[config.mk]
export PLATFORM = sky130hd
export DESIGN_NAME = id_switch_bank
export DESIGN_NICKNAME = d
export VERILOG_FILES = /design/src/rtl/id_switch_pkg.sv /design/src/rtl/id_switch_debounce.sv /design/src/rtl/id_switch_bank.sv
export SDC_FILE = /design/constraint.sdc
export NUM_CORES = 1
export LEC_CHECK = 0
export BUFFER_PORTS_ARGS = -buffer_cell sky130_fd_sc_hd__buf_4
export CAP_MARGIN = 25
export CORE_MARGIN = 1
export CORE_UTILIZATION = 35
export CTS_BUF_LIST = sky130_fd_sc_hd__clkbuf_4 sky130_fd_sc_hd__clkbuf_8
export DETAILED_ROUTE_END_ITERATION = 16
export PLACE_DENSITY = 0.53
export SETUP_SLACK_MARGIN = 0.3
export SYNTH_ARGS = -nofsm -noshare
export SYNTH_HDL_FRONTEND = slang
export SYNTH_SLANG_ARGS = --single-unit
[constraint.sdc]
create_clock -name clock -period 9 [get_ports clock]
set_clock_uncertainty 0.2 [all_clocks]
set_input_delay 1.8 -clock clock [delete_from_list [all_inputs] [get_ports clock]]
set_output_delay 1.8 -clock clock [all_outputs]
set_load 0.005 [all_outputs]
[src/rtl/id_switch_pkg.sv]
// Shared register map and constants for the switch/ID strap bank.
package id_switch_pkg;

  // Register select is address >> 8; only the low three select bits name a register.
  typedef enum logic [2:0] {
    REG_DEBOUNCED    = 3'h0,
    REG_RAW_SYNC     = 3'h1,
    REG_STICKY       = 3'h2,
    REG_CHANGE_COUNT = 3'h3,
    REG_IRQ_MASK     = 3'h4,
    REG_CTRL         = 3'h5,
    REG_ID           = 3'h6,
    REG_SCRATCH      = 3'h7
  } reg_sel_e;

  localparam logic [31:0] DEFAULT_READ    = 32'hDEAD_BEEF;
  localparam int unsigned CTRL_BYPASS_BIT = 0;

  function automatic logic [31:0] sat_inc(input logic [31:0] value);
    return (value == '1) ? value : value + 32'd1;
  endfunction

endpackage

[src/rtl/id_switch_debounce.sv]
// One switch bit: two-flop synchroniser followed by a stable-count debouncer.
module id_switch_debounce #(
  parameter int unsigned DEBOUNCE_CYCLES = 50000
) (
  input  logic clock,
  input  logic reset,
  input  logic raw,
  input  logic bypass,
  output logic debounced,
  output logic raw_sync
);

  localparam int unsigned COUNT_WIDTH = (DEBOUNCE_CYCLES > 1) ? $clog2(DEBOUNCE_CYCLES) : 1;
  localparam logic [COUNT_WIDTH-1:0] COUNT_LAST = COUNT_WIDTH'(DEBOUNCE_CYCLES - 1);

  logic                   meta;
  logic [COUNT_WIDTH-1:0] count;

  always_ff @(posedge clock or posedge reset) begin
    if (reset) begin
      meta     <= 1'b0;
      raw_sync <= 1'b0;
    end else begin
      meta     <= raw;
      raw_sync <= meta;
    end
  end

  // The counter tallies consecutive cycles of disagreement; any agreement restarts it.
  always_ff @(posedge clock or posedge reset) begin
    if (reset) begin
      debounced <= 1'b0;
      count     <= '0;
    end else if (bypass) begin
      debounced <= raw_sync;
      count     <= '0;
    end else if (raw_sync == debounced) begin
      count <= '0;
    end else if (count == COUNT_LAST) begin
      debounced <= raw_sync;
      count     <= '0;
    end else begin
      count <= count + COUNT_WIDTH'(1);
    end
  end

endmodule

[src/rtl/id_switch_bank.sv]
// Avalon-MM slave exposing debounced board switches / ID straps with sticky
// change bits, a saturating change counter and a maskable level interrupt.
module id_switch_bank
  import id_switch_pkg::*;
#(
  parameter int unsigned SW_WIDTH        = 4,
  parameter int unsigned DEBOUNCE_CYCLES = 50000,
  parameter logic [31:0] ID_VALUE        = 32'h1D5C_0001,
  parameter int unsigned ADDR_WIDTH      = 16
) (
  input  logic                  clock,
  input  logic                  reset,
  input  logic [ADDR_WIDTH-1:0] avalon_slave_address,
  input  logic                  avalon_slave_write,
  input  logic [31:0]           avalon_slave_writedata,
  input  logic                  avalon_slave_read,
  output logic [31:0]           avalon_slave_readdata,
  output logic                  avalon_slave_waitrequest,
  input  logic [SW_WIDTH-1:0]   SW,
  output logic                  irq
);

  localparam int unsigned SEL_WIDTH = ADDR_WIDTH - 8;

  logic [SW_WIDTH-1:0]  debounced;
  logic [SW_WIDTH-1:0]  raw_sync;
  logic [SW_WIDTH-1:0]  debounced_prev;
  logic [SW_WIDTH-1:0]  change;
  logic [SW_WIDTH-1:0]  sticky;
  logic [SW_WIDTH-1:0]  sticky_clear;
  logic [SW_WIDTH-1:0]  mask;
  logic                 bypass;
  logic [31:0]          change_count;
  logic [31:0]          scratch;
  logic [31:0]          read_value;
  logic                 any_change;
  logic                 wait_flag;

  logic [SEL_WIDTH-1:0] sel;
  logic                 sel_in_map;
  reg_sel_e             reg_sel;
  logic                 write_en;
  logic                 write_sticky;
  logic                 write_count;
  logic                 write_mask;
  logic                 write_ctrl;
  logic                 write_scratch;
  logic                 unused_address;

  for (genvar i = 0; i < SW_WIDTH; i++) begin : g_bit
    id_switch_debounce #(
      .DEBOUNCE_CYCLES(DEBOUNCE_CYCLES)
    ) u_debounce (
      .clock    (clock),
      .reset    (reset),
      .raw      (SW[i]),
      .bypass   (bypass),
      .debounced(debounced[i]),
      .raw_sync (raw_sync[i])
    );
  end

  assign sel            = avalon_slave_address[ADDR_WIDTH-1:8];
  assign sel_in_map     = (sel >> 3) == '0;
  assign reg_sel        = reg_sel_e'(sel[2:0]);
  assign unused_address = ^avalon_slave_address[7:0];

  // A write coinciding with a read is dropped so the read sees a stable map.
  always_comb begin
    write_en      = avalon_slave_write && !avalon_slave_read && sel_in_map;
    write_sticky  = 1'b0;
    write_count   = 1'b0;
    write_mask    = 1'b0;
    write_ctrl    = 1'b0;
    write_scratch = 1'b0;
    if (write_en) begin
      case (reg_sel)
        REG_STICKY:       write_sticky  = 1'b1;
        REG_CHANGE_COUNT: write_count   = 1'b1;
        REG_IRQ_MASK:     write_mask    = 1'b1;
        REG_CTRL:         write_ctrl    = 1'b1;
        REG_SCRATCH:      write_scratch = 1'b1;
        default:          ;
      endcase
    end
  end

  always_comb begin
    change       = debounced ^ debounced_prev;
    any_change   = |change;
    sticky_clear = write_sticky ? avalon_slave_writedata[SW_WIDTH-1:0] : '0;
  end

  // Set-after-clear ordering lets a same-cycle change win over W1C, and a
  // same-cycle increment survive a count clear.
  always_ff @(posedge clock or posedge reset) begin
    if (reset) begin
      debounced_prev <= '0;
      sticky         <= '0;
      change_count   <= '0;
      mask           <= '0;
      bypass         <= 1'b0;
      scratch        <= '0;
      irq            <= 1'b0;
    end else begin
      debounced_prev <= debounced;
      sticky         <= (sticky & ~sticky_clear) | change;
      if (write_count) begin
        change_count <= any_change ? 32'd1 : '0;
      end else if (any_change) begin
        change_count <= sat_inc(change_count);
      end
      if (write_mask) begin
        mask <= avalon_slave_writedata[SW_WIDTH-1:0];
      end
      if (write_ctrl) begin
        bypass <= avalon_slave_writedata[CTRL_BYPASS_BIT];
      end
      if (write_scratch) begin
        scratch <= avalon_slave_writedata;
      end
      irq <= |(sticky & mask);
    end
  end

  always_comb begin
    read_value = DEFAULT_READ;
    if (sel_in_map) begin
      case (reg_sel)
        REG_DEBOUNCED: begin
          read_value                = '0;
          read_value[SW_WIDTH-1:0]  = debounced;
        end
        REG_RAW_SYNC: begin
          read_value                = '0;
          read_value[SW_WIDTH-1:0]  = raw_sync;
        end
        REG_STICKY: begin
          read_value                = '0;
          read_value[SW_WIDTH-1:0]  = sticky;
        end
        REG_CHANGE_COUNT: read_value = change_count;
        REG_IRQ_MASK: begin
          read_value                = '0;
          read_value[SW_WIDTH-1:0]  = mask;
        end
        REG_CTRL: begin
          read_value                  = '0;
          read_value[CTRL_BYPASS_BIT] = bypass;
        end
        REG_ID:       read_value = ID_VALUE;
        REG_SCRATCH:  read_value = scratch;
        default:      read_value = DEFAULT_READ;
      endcase
    end
  end

  // wait_flag arms the single wait state; it re-arms after every completed
  // read and whenever read drops, so each read costs exactly two cycles.
  always_ff @(posedge clock or posedge reset) begin
    if (reset) begin
      wait_flag             <= 1'b1;
      avalon_slave_readdata <= '0;
    end else if (avalon_slave_read && wait_flag) begin
      wait_flag             <= 1'b0;
      avalon_slave_readdata <= read_value;
    end else begin
      wait_flag <= 1'b1;
    end
  end

  assign avalon_slave_waitrequest = wait_flag && avalon_slave_read && !reset;

endmodule

# After elaboration in Yosys (flattened, before gate mapping)
# Cells that the tools add are included.
[classes]
order_cmp = 0
reduce_logical = 20
bitwise = 5
mux = 42
multipliers = 0
n_shift = 0
n_eq_ne = 21
n_addsub = 5
n_div = 0
[op_table]
columns = ["operator", "n"]
rows = [
  ["one-hot mux 32 bit (8 select lines)", 1],
  ["2-to-1 mux 16 bit", 12],
  ["2-to-1 mux 32 bit", 4],
  ["adder 16 x 1 -> 16 bit, second input constant", 4],
  ["equality test 16 bit, second input constant", 4],
  ["adder 32 x 1 -> 32 bit, second input constant", 1],
  ["equality test 32 bit, second input constant", 1],
  ["2-to-1 mux 1 bit", 24],
  ["equality test 3 bit, second input constant", 4],
  ["!= test 2 bit, second input constant", 5],
  ["AND reduction 2 bit", 5],
  ["nonzero test 2 bit", 5],
  ["bitwise AND 4 bit", 2],
  ["zero test 8 bit", 1],
  ["OR reduction 4 bit", 2],
  ["equality test 3 x 2 -> 1 bit, second input constant", 2],
  ["equality test 1 bit", 4],
  ["logical AND 1 bit", 4],
  ["2-to-1 mux 4 bit", 1],
  ["NOT 4 bit", 1],
  ["bitwise OR 4 bit", 1],
  ["XOR 4 bit", 1],
  ["equality test 3 x 1 -> 1 bit, second input constant", 1],
  ["zero test 3 bit", 1],
  ["zero test 1 bit", 2],
]
[word_totals]
register_bits = 187
latch_bits = 0
memories = 0
mem_bits_ro = 0
ram_bits = 0
word_cells = 118
in_bits = 56
out_inout_bits = 34

# Logic depth before layout (Yosys ltp)
# Gate-level depths: netlist of run 1.
[logic_depth]
word_depth = 8
depth_mapped = 9
mapped_depth_nobuf = 6

# Modules after synthesis
# From an unflattened synthesis of run 1, not the netlist that was laid out.
[unflattened]
cells_unflattened = 898
hier_area_um2 = 9459.1
[by_module_without_submodules]
columns = ["module", "seq_area_each_um2", "area_each_um2", "cells_per_inst", "n_inst"]
rows = [
  ["id_switch_bank", 2778.9, 5590.4, 534, 1],
  ["id_switch_debounce", 475.5, 967.2, 91, 4],
]

# Worst setup path before layout of run 1
# No wires, ideal clock.
[synth_path]
path_kind = "input-to-output"
from = "input port avalon_slave_read"
to = "output port avalon_slave_waitrequest"
path_slack_ns = 4.703
required_ns = 7.000
path_stages = 3
arrival_time_ns = 2.297
path_buffers = 1
cell_sequence = "nand2_1 > clkbuf_1 > nor2_1"
[synth_between]
elab_chain_len = 2
[synth_lines]
columns = ["element", "line_no", "text"]
rows = [
  ["from (decl)", "id_switch_bank.sv:16", "input logic avalon_slave_read,"],
  ["logical AND 1 bit (2 in series)", "id_switch_bank.sv:172", "assign avalon_slave_waitrequest = wait_flag && avalon_slave_read && !reset;"],
  ["to (decl)", "id_switch_bank.sv:18", "output logic avalon_slave_waitrequest,"],
]
# Every way passes these cells.

# Worst setup path after layout of run 1
# Same ends and word-level chain as after synthesis.

==> results of run 1 <==
==> kinds of logic after synthesis <==
family | count (synthesis) | share of synthesized area (%)
mux | 67 | 8.55
simple gates | 335 | 18.8
buf+inv | 46 | 2.72
compound gates | 130 | 9.63
flops | 187 | 52.5
xor+xnor | 72 | 7.15
fa+ha+maj | 5 | 0.701
==> cells in the mapped netlist, drive strengths merged (4+ instances only) <==
| master | number |
|---|---|
| dfrtp | 186 |
| nor2 | 94 |
| nand2 | 86 |
| mux2 | 54 |
| a21oi | 43 |
| nand3 | 40 |
| xor2 | 40 |
| o21ai | 38 |
| xnor2 | 32 |
| clkbuf | 23 |
| and3 | 22 |
| buf | 15 |
| nand4 | 15 |
| nor3 | 15 |
| or4 | 14 |
| mux2i | 11 |
| o31ai | 10 |
| or3 | 10 |
| nor4 | 9 |
| inv | 8 |
| a22o | 7 |
| nand2b | 7 |
| nor4b | 6 |
| a2111oi | 5 |
| a21o | 5 |
| ha | 5 |
| and4 | 4 |
| o41ai | 4 |
| or2 | 4 |
==> area by class of cell <==
class | count | area, um2
fill | 2539 | 14900
sequential | 187 | 4680
multi-input combinational | 609 | 4020
timing repair buffer | 87 | 686
tap | 330 | 413
clock buffer | 21 | 277
clock inverter | 11 | 87.6
inverter | 8 | 37.5
==> registers in the layout, indices dropped and copies added, names as in the netlist, 32 cells and up <==
name	count
g_bit.u_debounce.count	64
scratch	32
change_count	32
avalon_slave_readdata	32
==> layer usage <==
| metal | GRT usage (%) | up-vias | part of all wire [%] |
|---|---|---|---|
| met4 | 3.95 | 0 | 0.85 |
| met1 | 24.4 | 3139 | 51 |
| met2 | 25.2 | 127 | 44 |
| met5 | 0 | - | 0 |
| li1 | - | 3127 | - |
| met3 | 3.19 | 13 | 4.3 |
==> placed cells by master (no fill, tap or decap), drive strengths merged, types with 15 or more instances in the layout <==
cell type	instances
and3	22
clkbuf	21
xor2	40
nand3	40
buf	87
nand4	15
xnor2	32
dfrtp	186
o21ai	38
nor2	94
mux2	54
nand2	86
a21oi	43
nor3	15
==> path summary, 6_finish.rpt <==
check / slack, ns / from / endpoint / depth (start not counted)
max: 4.76 / avalon_slave_read / avalon_slave_waitrequest / 4
min: 0.16 / g_bit[3].u_debounce.meta / g_bit[3].u_debounce.raw_sync / 0
max reg2reg: 5.84 / change_count[0] / change_count[27] / 7
min reg2reg: 0.16 / g_bit[3].u_debounce.meta / g_bit[3].u_debounce.raw_sync / 0
max in group asynchronous: 5.92 / reset / g_bit[1].u_debounce.raw_sync / 3
min in group asynchronous: 1.33 / reset / g_bit[1].u_debounce.count[12] / 2
==> power breakdown <==
group	leakage (nW)	internal [mW]	switching [mW]	total, mW
registers	2.36	0.935	0.113	1.05
logic	1.90	0.175	0.252	0.427
clock network	0.182	0.216	0.316	0.532
total	4.44	1.33	0.681	2.01
==> worst reg2reg max path, delay by kind of cell, from the launching register on <==
family,cells,cell delay [ns]
DFF,1,0.48
buffers and inverters,1,0.36
muxes,1,0.14
AOI/OAI and AO/OA,1,0.68
adders and majority gates,1,0.22
and+or+nand+nor,3,0.96
==> results.sh, run 1 <==
export IMPL_critPathMostFrequentCell="buf_4"
export IMPL_post_cts_resized=0
export IMPL_synth_area_leaders="dfrtp_1, mux2_2, nor2_1, xor2_1, nand2_1"
export IMPL_clk_transition_reported_paths_ns=0.09
export IMPL_place_hpwl_mm=13.7
export IMPL_initial_core_util_pct=35.5
export IMPL_cts_tree="done"
export IMPL_hold_ws_ns=0.162
export IMPL_area_growth_syn_to_layout_pct=14.3
export IMPL_grt_usage_pct=16.6
export IMPL_synth_avg_cell_area_um2=10.6
export IMPL_hold_path_class="reg2reg"
export IMPL_setup_violations=0
export IMPL_yosysTopAreaCell="dfrtp_1"
export IMPL_die_w_um=162
export IMPL_die_y_um=162
export IMPL_clk_latency_ns=0.47
export IMPL_drt_pass1_iterations=4
export IMPL_seq_area_frac_synth_pct=52.5
export IMPL_stdcell_count=1253
export IMPL_grt_pass1_wl_mm=34.1
export IMPL_post_route_period_util_pct=47.1
export IMPL_cts_buffers=17
export IMPL_p_total_mw=2.01
export IMPL_critPathMaxFanout=2
export IMPL_antenna_found_initial=0
export IMPL_rsz0062_at_grt="no"
export IMPL_cts_sinks=187
export IMPL_design_portCount=90
export IMPL_cp_top_family="buffers and inverters"
export IMPL_ctsHoldBuffers=0
export IMPL_drv_cap=0
export IMPL_vias=6406
export IMPL_synth_top_area_share_pct=52.2
export IMPL_crit_path_max_incr_delay_ns=0.13
export IMPL_cp_end_kind="output port"
export IMPL_antenna_cells=0
export IMPL_max_freq_mhz=236
export IMPL_placed_cell_area_mm2=0.00983
export IMPL_synth_ff_type="dfrtp_1"
export IMPL_status="finished clean"
export IMPL_cts_setup_buffers=0
export IMPL_synthDistinctLibCells=68
export IMPL_crit_chain="buf_4, nand2_2, nor2_1, buf_4"
export IMPL_power_per_cell_area_mw_per_mm2=197
export IMPL_cp_data_required_time_ns=7.00
export IMPL_irDropWorstVdd_uv=104
export IMPL_rows=58
export IMPL_die_area_mm2=0.0261
export IMPL_place_ws_ns=4.62
export IMPL_core_area_mm2=0.0251
export IMPL_arrival_ns=2.24
export IMPL_hold_violations=0
export IMPL_worst_path_buf_inv=2
export IMPL_dp_cells=1221
export IMPL_avgViaCountPerCell=5.11
export IMPL_cpMaxStageDelayCell="nand2_2"
export IMPL_cts_max_level=4
export IMPL_io_buffers=81
export IMPL_drcViolationCount=0
export IMPL_worst_setup_path_start_kind="input pin"
export IMPL_synthArstFlopShare_pct=100
export IMPL_tightest_slew_ns=1.02
export IMPL_detail_route_antenna_nets=0
export IMPL_synth_cell_area_mm2=0.00892
export IMPL_syn_nets=903
export IMPL_drt_iter0_markers=389
export IMPL_setup_tns_ns=0
export IMPL_clock_path_buffers=2
export IMPL_period_minus_slack_ns=4.24
export IMPL_grt_max_degree=131
export IMPL_cts_root_buf="clkbuf_8"
export IMPL_layout_drive_gt1_share_pct=23.6
export IMPL_setup_slack_ns=4.76
export IMPL_critPathKind="in2out"
export IMPL_synth_warnings=0
export IMPL_gp_congestion=0.795
export IMPL_finalMaxSlewViolations=0
export IMPL_grt_pass1_vias=6322
export IMPL_routed_wirelength_mm=20.5
export IMPL_slew_headroom_pct=31.2
export IMPL_postSynthCellCount=842
export IMPL_postLayoutCoreUtil_pct=40.6
export IMPL_ys_ff_latch=187
export IMPL_wire_per_inst_um=16.4
export IMPL_grt_overflow=0
export IMPL_p_leak_nw=4.44
export IMPL_final_area_mm2=0.0102
export IMPL_final_nets=971
export IMPL_synth_edf_count=0
Note: power is estimated with default switching activity, not from simulation.
==> run 2: changes to the inputs <==
- clock period: 9 -> 3.9 ns (I/O delays scaled with it)
==> run 2 against run 1 <==
  * Wire length down 0.70%
  * Cell count up 0.64%
  * Setup slack got worse by 3.7 ns
  * Flip-flop and latch count did not move
  * Final area up 2.2%
  * Clock-buffer cell count down 1
  * Non-clock buffer count rose by 8
  * Clock power increased to 3.0 times the previous value
  * Utilization is 0.91 points higher
  * Largest cell class unchanged
  * Critical endpoint is now scratch[4]
==> results.sh, run 2 (synthesis gave the netlist of run 1 again) <==
export IMPL_die_y_um=162
export IMPL_final_common_cell="dfrtp_1"
export IMPL_multi_input_area_mm2=0.00402
export IMPL_grt_pass1_vias=6286
export IMPL_core_area_mm2=0.0251
export IMPL_postLayoutCoreUtil_pct=41.5
export IMPL_cts_setup_buffers=0
export IMPL_vias=6450
export IMPL_antenna_cells=0
export IMPL_cts_tree="done"
export IMPL_area_growth_syn_to_layout_pct=16.8
export IMPL_regMostFlops="g_bit.u_debounce.count"
export IMPL_irDropWorstVdd_uv=206
export IMPL_clock_path_buffers=2
export IMPL_drt_pass1_iterations=4
export IMPL_rows=58
export IMPL_grt_max_degree=55
export IMPL_hold_path_class="reg2reg"
export IMPL_die_area_mm2=0.0261
export IMPL_period_minus_slack_ns=2.86
export IMPL_gp_congestion=0.788
export IMPL_setup_tns_ns=0
export IMPL_status="finished clean"
export IMPL_max_freq_mhz=350
export IMPL_arrival_ns=3.00
export IMPL_largest_reg_flops=64
export IMPL_setup_slack_ns=1.04
export IMPL_cp_end_kind="register"
export IMPL_cp_data_required_time_ns=4.04
export IMPL_tightest_slew_ns=0.854
export IMPL_cts_sinks=187
export IMPL_die_w_um=162
export IMPL_cts_max_level=4
export IMPL_clk_latency_ns=0.47
export IMPL_antenna_found_initial=0
export IMPL_cts_buffers=17
export IMPL_finalMaxSlewViolations=0
export IMPL_setup_violations=0
export IMPL_grt_usage_pct=16.5
export IMPL_detail_route_antenna_nets=0
export IMPL_slew_headroom_pct=42.5
export IMPL_post_cts_resized=0
export IMPL_rsz0062_at_grt="no"
export IMPL_fillers=2465
export IMPL_crit_path_start="avalon_slave_address[11]"
export IMPL_mostFrequentLayoutCells="dfrtp_1, nor2_1, buf_4"
export IMPL_layout_drive_gt1_share_pct=24.3
export IMPL_worst_setup_path_start_kind="input pin"
export IMPL_power_per_cell_area_mw_per_mm2=483
export IMPL_post_route_period_util_pct=73.3
export IMPL_p_leak_nw=4.56
export IMPL_design_portCount=90
export IMPL_drt_iter0_markers=344
export IMPL_grt_pass1_wl_mm=33.9
export IMPL_final_nets=979
export IMPL_routed_wirelength_mm=20.4
export IMPL_worstHoldStart="g_bit[1].u_debounce.meta"
export IMPL_io_buffers=81
export IMPL_register_area_mm2=0.00468
export IMPL_clk_transition_reported_paths_ns=0.09
export IMPL_initial_core_util_pct=35.5
export IMPL_place_hpwl_mm=14.1
export IMPL_avgViaCountPerCell=5.11
export IMPL_wire_per_inst_um=16.2
export IMPL_grt_overflow=0
export IMPL_critPathMaxFanout=20
export IMPL_ctsHoldBuffers=0
export IMPL_drcViolationCount=0
export IMPL_drv_cap=0
export IMPL_critPathKind="in2reg"
export IMPL_regToRegStartpoint="change_count[0]"
export IMPL_cts_root_buf="clkbuf_8"
export IMPL_place_ws_ns=0.533
export IMPL_hold_violations=0
## run 2: cell types whose count changed in the layout (fill, tap and decap cells not counted), moves of 2 or more
cell,previous run,this run
buf_12,1,5
inv_8,2,0
buf_4,85,90
clkbuf_4,2,0
bufinv_16,0,6
clkinv_2,2,0
## run 2: per-stage QoR
| stage | cell area [um2] | hold WS [ns] | instances | total power, mW |
|---|---|---|---|---|
| final | 10400 | 0.154 | 1261 | 5.04 |
| after global routing | 10400 | 0.172 | 1261 | 5.34 |
| after CTS | 10400 | 0.157 | 1260 | 5.10 |
| after detailed placement | 9900 | 0.136 | 1228 | 3.48 |
| after global placement | 9900 | 0.133 | 1228 | 3.45 |
| after floorplan | 8930 | 0.131 | 842 | 3.16 |
## run 2: report_power, final
| part | internal [mW] | switching (mW) | total (mW) |
|---|---|---|---|
| sequential | 2.16 | 0.253 | 2.41 |
| clock | 0.888 | 0.722 | 1.61 |
| combinational | 0.427 | 0.590 | 1.02 |
| total | 3.47 | 1.56 | 5.04 |
## run 2: area by class of cell
| class | count | share of cell area, % |
|---|---|---|
| Inverter | 8 | 0.324 |
| Clock inverter | 12 | 2.22 |
| Multi-Input combinational cell | 609 | 38.5 |
| Tap cell | 330 | 3.96 |
| Sequential cell | 187 | 44.9 |
| Clock buffer | 20 | 2.64 |
| Timing Repair Buffer | 95 | 7.44 |
## run 2: worst max-delay path, stage by stage
cell,delay (ns)
buf_4,0.10
or4_1,0.63
nor3_1,0.31
nand2_1,0.16
nor2_4,0.41
buf_12,0.25
mux2_2,0.35
## run 2: final timing paths
kind | slack, ns | to | cells after the start
worst max-delay path | 1.04 | scratch[4] | 7
worst min-delay path | 0.15 | g_bit[1].u_debounce.raw_sync | 0
worst max register to register | 1.26 | change_count[27] | 7
worst min register to register | 0.15 | g_bit[1].u_debounce.raw_sync | 0
max in group asynchronous | 2.68 | wait_flag | 4
min in group asynchronous | 0.21 | scratch[9] | 3
## run 2: per-layer routing
metal	up-vias	routed length [um]	track usage [%]
li1	3145	-	-
met1	3172	10600	24.7
met2	121	8770	24.4
met3	12	842	3.47
met4	0	170	3.86
met5	-	0	0
